[src/rtl/multiport_register_file.sv]
// Decode-stage register file: NRD combinational read ports, NWR write ports,
// optional same-cycle write bypass, and a one-bit-per-register pending-write scoreboard.
module multiport_register_file #(
    parameter  int WIDTH  = 32,
    parameter  int NREGS  = 32,
    parameter  int NRD    = 2,
    parameter  int NWR    = 1,
    parameter  int BYPASS = 1,
    localparam int SELW   = $clog2(NREGS)
) (
    input  logic                 CLK,
    input  logic                 nRST,
    input  logic [NWR-1:0]       WEN,
    input  logic [NWR*SELW-1:0]  wsel,
    input  logic [NWR*WIDTH-1:0] wdat,
    input  logic [NRD*SELW-1:0]  rsel,
    output logic [NRD*WIDTH-1:0] rdat,
    output logic [NRD-1:0]       rbusy,
    input  logic                 rsv_en,
    input  logic [SELW-1:0]      rsv_sel,
    input  logic                 flush,
    output logic [NREGS-1:0]     busy_vec
);

    logic [WIDTH-1:0] r_mem [NREGS];
    logic [NREGS-1:0] r_busy;
    logic [NREGS-1:0] w_busy_nxt;
    logic [NREGS-1:0] w_wr_hit;
    logic [SELW-1:0]  w_rsel;

    // Entry 0 is never written after reset, so it stays zero.
    always_ff @(posedge CLK or negedge nRST) begin
        if (!nRST) begin
            for (int i = 0; i < NREGS; i++) begin
                r_mem[i] <= '0;
            end
        end else begin
            // Ascending port order: the last non-blocking assignment, i.e. the highest port, wins.
            for (int p = 0; p < NWR; p++) begin
                if (WEN[p] && (wsel[p*SELW +: SELW] != '0)) begin
                    r_mem[wsel[p*SELW +: SELW]] <= wdat[p*WIDTH +: WIDTH];
                end
            end
        end
    end

    always_comb begin
        w_wr_hit = '0;
        for (int p = 0; p < NWR; p++) begin
            if (WEN[p]) begin
                w_wr_hit[wsel[p*SELW +: SELW]] = 1'b1;
            end
        end
        w_wr_hit[0] = 1'b0;
    end

    // Flush beats a reservation, and a reservation beats a completing write.
    always_comb begin
        w_busy_nxt = '0;
        if (!flush) begin
            for (int i = 1; i < NREGS; i++) begin
                if (rsv_en && (rsv_sel == SELW'(i))) begin
                    w_busy_nxt[i] = 1'b1;
                end else if (w_wr_hit[i]) begin
                    w_busy_nxt[i] = 1'b0;
                end else begin
                    w_busy_nxt[i] = r_busy[i];
                end
            end
        end
    end

    always_ff @(posedge CLK or negedge nRST) begin
        if (!nRST) begin
            r_busy <= '0;
        end else begin
            r_busy <= w_busy_nxt;
        end
    end

    assign busy_vec = r_busy;

    always_comb begin
        rdat   = '0;
        rbusy  = '0;
        w_rsel = '0;
        for (int r = 0; r < NRD; r++) begin
            w_rsel = rsel[r*SELW +: SELW];
            if (w_rsel != '0) begin
                rdat[r*WIDTH +: WIDTH] = r_mem[w_rsel];
                rbusy[r]               = r_busy[w_rsel];
                if (BYPASS != 0) begin
                    // Forwarded data is valid now, so the pending mark no longer applies.
                    for (int p = 0; p < NWR; p++) begin
                        if (WEN[p] && (wsel[p*SELW +: SELW] == w_rsel)) begin
                            rdat[r*WIDTH +: WIDTH] = wdat[p*WIDTH +: WIDTH];
                            rbusy[r]               = 1'b0;
                        end
                    end
                end
            end
        end
    end

endmodule

[config.mk]
export PLATFORM = sky130hd
export DESIGN_NAME = multiport_register_file
export DESIGN_NICKNAME = d
export VERILOG_FILES = /design/src/rtl/multiport_register_file.sv
export SDC_FILE = /design/constraint.sdc
export NUM_CORES = 2
export LEC_CHECK = 0
export BUFFER_PORTS_ARGS = -buffer_cell sky130_fd_sc_hd__buf_2
export CORE_UTILIZATION = 45
export CTS_CLUSTER_DIAMETER = 150
export DETAILED_ROUTE_END_ITERATION = 10
export GPL_ROUTABILITY_DRIVEN = 0
export GPL_TIMING_DRIVEN = 0
export SLEW_MARGIN = 20
export SYNTH_ARGS = -nofsm -noshare
export SYNTH_HDL_FRONTEND = slang
export SYNTH_SLANG_ARGS = --single-unit
export TNS_END_PERCENT = 5
[constraint.sdc]
create_clock -name CLK -period 9 [get_ports CLK]
set_input_delay 2.7 -clock CLK [delete_from_list [all_inputs] [get_ports CLK]]
set_output_delay 2.7 -clock CLK [all_outputs]
set_load 0.01 [all_outputs]
# After elaboration in Yosys (flattened, before gate mapping)
# Index checks and enable logic that the tools add are counted.
[classes]
n_mux = 87
magnitude_cmp = 8
eq_ne = 33
bitwise_logic = 3
n_reduce_logical = 70
[ops]
columns = ["op", "count"]
rows = [
  ["1024-bit bitwise mux", 1],
  ["32-bit binary-select mux with 5-bit select", 2],
  ["32-bit 2-to-1 mux", 10],
  ["32-bit demux with 5-bit select", 1],
  ["3-bit nonzero test", 31],
  ["5-bit equality test, second input constant", 16],
  ["1-bit 2-to-1 mux", 69],
  ["5-bit by 4-bit equality test with 1-bit output, second input constant", 8],
  ["1-bit logical AND", 36],
  ["31-bit 2-to-1 mux", 1],
  ["5-bit by 3-bit equality test with 1-bit output, second input constant", 4],
  ["6-bit greater-or-equal comparator, second input constant", 3],
  ["5-bit by 6-bit less-than comparator with 1-bit output, second input constant", 3],
  ["5-bit NOT with 6-bit output", 3],
  ["5-bit nonzero test", 3],
  ["1-bit binary-select mux with 5-bit select", 2],
  ["5-bit by 2-bit equality test with 1-bit output, second input constant", 2],
  ["5-bit equality test", 2],
  ["6-bit by 1-bit less-than comparator with 1-bit output, second input constant", 1],
  ["1-bit demux with 5-bit select", 1],
  ["5-bit by 1-bit equality test with 1-bit output, second input constant", 1],
  ["5-bit by 1-bit greater-or-equal comparator with 1-bit output, second input constant", 1],
]
[word_totals]
word_cells = 264
inputBits = 57
regBits = 1055

# Depth between registers and ports, before layout
[depth]
ltp_word = 8
ltp_mapped = 11
ltp_nobuf = 6

# Least setup slack after synthesis
# OpenSTA, ideal clock, no wires.
[synth_path]
path_type = "in2out"
start = "input port rsel[6]"
end = "output port rdat[34]"
t_arrival_ps = 4333
cell_stages = 7
path_slack_ps = 1967
n_path_buf = 3
cell_sequence = "buf_2 buf_2 clkbuf_1 mux4_2 a211oi_1 nand2_1 a32o_1"
[synth_between]
elab_chain_cells = 6
elab_cells_between_ends = 9
[synth_lines]
columns = ["element", "line", "text"]
rows = [
  ["start: declaration", "16", "input logic [NRD*SELW-1:0] rsel,"],
  ["5-bit NOT with 6-bit output (implied by the code)", "90", "rdat[r*WIDTH +: WIDTH] = r_mem[w_rsel];"],
  ["32-bit binary-select mux with 5-bit select", "90", ""],
  ["32-bit 2-to-1 mux (implied by the code) (2 in a row)", "90", ""],
  ["32-bit 2-to-1 mux", "95", "if (WEN[p] && (wsel[p*SELW +: SELW] == w_rsel)) begin"],
  ["32-bit 2-to-1 mux *", "89", "if (w_rsel != '0) begin"],
  ["end: declaration", "17", "output logic [NRD*WIDTH-1:0] rdat,"],
]
# Every way passes the cells marked *; elsewhere a longest branch is shown, timed or not. The select of a mux whose other input is x is not followed.

# Worst setup path after layout
[layout_path]
start = "input port rsel[2]"
end = "output port rdat[22]"
# The elaborated chain is that of the path after synthesis.

==> metrics.yaml <==
pwr:
  p_switching_mw: 4.28
  peakVddDrop_uv: 163
  pwr-share-seq_pct: 43.5
  power_frac_clock_pct: 35.1
  p_leak_nw: 28.0
  combPwrFrac_pct: 21.3
  powerDensity_nw_per_um2: 225
  p_sw_share_pct: 29.6
  p_int_mw: 10.2
route:
  routed_wl_um: 235000
  first_pass_iters: 5
  ant_nets: 0
  viasPerCell: 6.97
  vias: 41908
  drtIter0Drc: 5715
  drc_errors: 0
  wl_per_cell_um: 39.0
critical_path:
  cp_max_fo: 10
  cp-start-kind: "primary input"
  critPathRequiredTime_ns: 6.30
  critPathArrivalTime_ns: 6.41
  path_class: "primary input to primary output"
  cp-end-kind: "primary output"
yosys:
  synth_area_um2: 57000
  synthCells: 3981
  syn_avg_cell_area_um2: 14.3
  synth-seq-area-share_pct: 46.3
  syn_nets: 4038
  synth_cell_type_count: 60
  yosysWarnings: 0
  ys_ff_latch: 1055
  synthArstFlopShare_pct: 100
  synth_edf_count: 0
  ys.flop_type: "dfrtp_1"
run_status:
  violations: "negative setup slack"
  outcome: "finished, violations left"
sta:
  slew_headroom_pct: 8.27
  finalSetupViolCount: 9
  tns_ns: -0.627
  worst_slack_ns: -0.106
  tightest_slew_ns: 1.38
  holdWs_ns: 0.479
  layout_min_cycle_time_ns: 9.11
  skew_ns: 0
  fin_crit_sh_pct: 101
  finalHoldViolCount: 0
  fmax_ghz: 0.110
  rsz0062_at_grt: "false"
  maxSlewViolCount: 0
grt:
  grt.total_usage_pct: 36.7
  grt_max_degree: 131
  grt_pass1_wl_um: 324000
  grt_pass1_vias: 41121
  antenna_found_initial: 16
  grt_overflow: 0
clocking:
  htreeDepth: 3
  cts-hold-fix-buffers: 0
  clock-sinks: 1055
  root_buffer: "clkbuf_16"
  clockBufferDepth: 3
  clkTransAtPathRegs_ns: 0.06
  cts_buffers: 119
  cts_tree: "built"
  clock_latency_ns: 0.74
place:
  dpl.cell_count: 5782
  place_area_um2: 60100
  dp_hpwl_um: 169000
  io_buffers: 141
floorplanning:
  initial_core_util_pct: 45.4
  dieArea_um2: 128000
  die_w_um: 358
  pin_count: 155
  core_um2: 126000
  die_h_um: 358
  rows: 130
finish:
  drive_above_1_share_pct: 45.0
  multi_input_area_um2: 28300
  fin_cells: 6015
  fillerInstances: 10800
  regArea_um2: 26400
  area_growth_pct: 12.6
  fin_util_pct: 51.1
  post-route-cell-area_um2: 64200
  num-nets-final: 4310
hold_path:
  hold_class: "register to register"
job:
  drv_cap: 0
cell type report:
cell class,count,share of cell area [%]
timing repair buffer,151,1.54
clock buffer,179,5.62
clock inverter,41,0.688
antenna,13,0.0507
sequential,1055,41.1
multi-input combinational,2465,44.1
inverter,4,0.0234
tap,1650,3.22
buffer,457,3.60
cells in the mapped netlist (all sizes together) (4+ instances only):
cell type / n / share of area (%)
a2111oi: 5 / 0.077
a211oi: 72 / 0.97
a21oi: 102 / 0.90
a221o: 24 / 0.42
a221oi: 41 / 0.64
a22oi: 98 / 1.3
a32o: 31 / 0.54
and3: 6 / 0.066
buf: 227 / 2.5
clkbuf: 230 / 1.5
dfrtp: 1055 / 46
inv: 4 / 0.026
mux2: 998 / 20
mux2i: 264 / 4.6
mux4: 413 / 16
nand2: 105 / 0.69
nand2b: 11 / 0.12
nand3: 10 / 0.088
nor2: 60 / 0.40
nor2b: 43 / 0.47
nor3: 21 / 0.18
nor3b: 9 / 0.13
o211ai: 6 / 0.079
o21ai: 25 / 0.22
o21bai: 10 / 0.13
o221ai: 31 / 0.48
o22ai: 36 / 0.40
o32a: 5 / 0.088
o32ai: 6 / 0.092
xor2: 7 / 0.11
cells in the final DEF (no fill, tap or decap), drive strengths merged, types with 7 or more instances in the layout:
cell	count
a221oi	41
nor3	21
mux2	998
nand2b	11
o221ai	31
clkbuf	411
nand2	105
nand3	10
nor2	60
nor2b	43
a21oi	102
o21bai	10
o21ai	25
clkinv	29
o22ai	36
dfrtp	1055
nor3b	9
a211oi	72
a32o	31
a22oi	98
bufinv	7
mux2i	264
buf	376
xor2	7
a221o	24
inv	7
mux4	413
diode	13
per-layer routing:
layer | vias up | routed length (µm) | global-route usage, %
li1 | 15973 | - | -
met1 | 22406 | 92000 | 49.8
met2 | 2849 | 99100 | 52.0
met3 | 670 | 27400 | 11.2
met4 | 10 | 16100 | 21.5
met5 | - | 86 | 0
metrics by stage:
stage | worst slack (ns) | total power, mW
finish | -0.106 | 14.5
global route | 0.00953 | 14.9
CTS | 0.103 | 14.4
detailed placement | -0.135 | 9.37
global placement | -18.78 | 9.26
floorplan | 1.97 | 8.20
power by group through the flow:
stage | registers (mW) | clock network, mW | logic (mW)
finish | 6.30 | 5.08 | 3.08
global route | 6.39 | 5.29 | 3.21
CTS | 6.26 | 5.10 | 3.03
detailed placement | 6.34 | 0 | 3.02
global placement | 6.31 | 0 | 2.95
floorplan | 6.10 | 0 | 2.10
sequential cells by signal, summed over array words and instances, names as in the netlist:
name and cells:
busy_vec 31, r_mem 1024
critical path, cell delays in order:
cell and delay, ns:
buf_4 0.31, buf_2 0.51, buf_2 0.58, clkbuf_1 0.71, o32ai_1 0.18, nor2_1 0.12
a21oi_1 0.07, a211oi_1 0.91, buf_2 0.28
kinds of logic after synthesis:
logic type,share of synthesized area (%)
AO/OA/AOI/OAI,6.42
AND/OR/NAND/NOR,2.37
other,0.00658
buffers and inverters,4.04
XOR/XNOR,0.154
flip-flops,46.3
multiplexers,40.7
path summary, 6_finish.rpt:
path                                          from                 endpoint  slack [ns]  depth (start not counted)
min reg2reg                r_mem[1022]$_DFFE_PN0P_  r_mem[1022]$_DFFE_PN0P_        0.48                          1
max                                        rsel[2]                 rdat[22]       -0.11                          9
max reg2reg                 r_mem[379]$_DFFE_PN0P_   r_mem[379]$_DFFE_PN0P_        8.16                          1
min                        r_mem[1022]$_DFFE_PN0P_  r_mem[1022]$_DFFE_PN0P_        0.48                          1
max in group asynchronous                     nRST   r_mem[361]$_DFFE_PN0P_        4.61                          5
min in group asynchronous                     nRST   r_mem[861]$_DFFE_PN0P_        1.87                          1
timing repair:
item,4_1_cts,5_1_grt
gates resized for setup,2,3
setup endpoints to repair,2,3
buffers inserted,0,0
(Power assumes the default switching activity.)
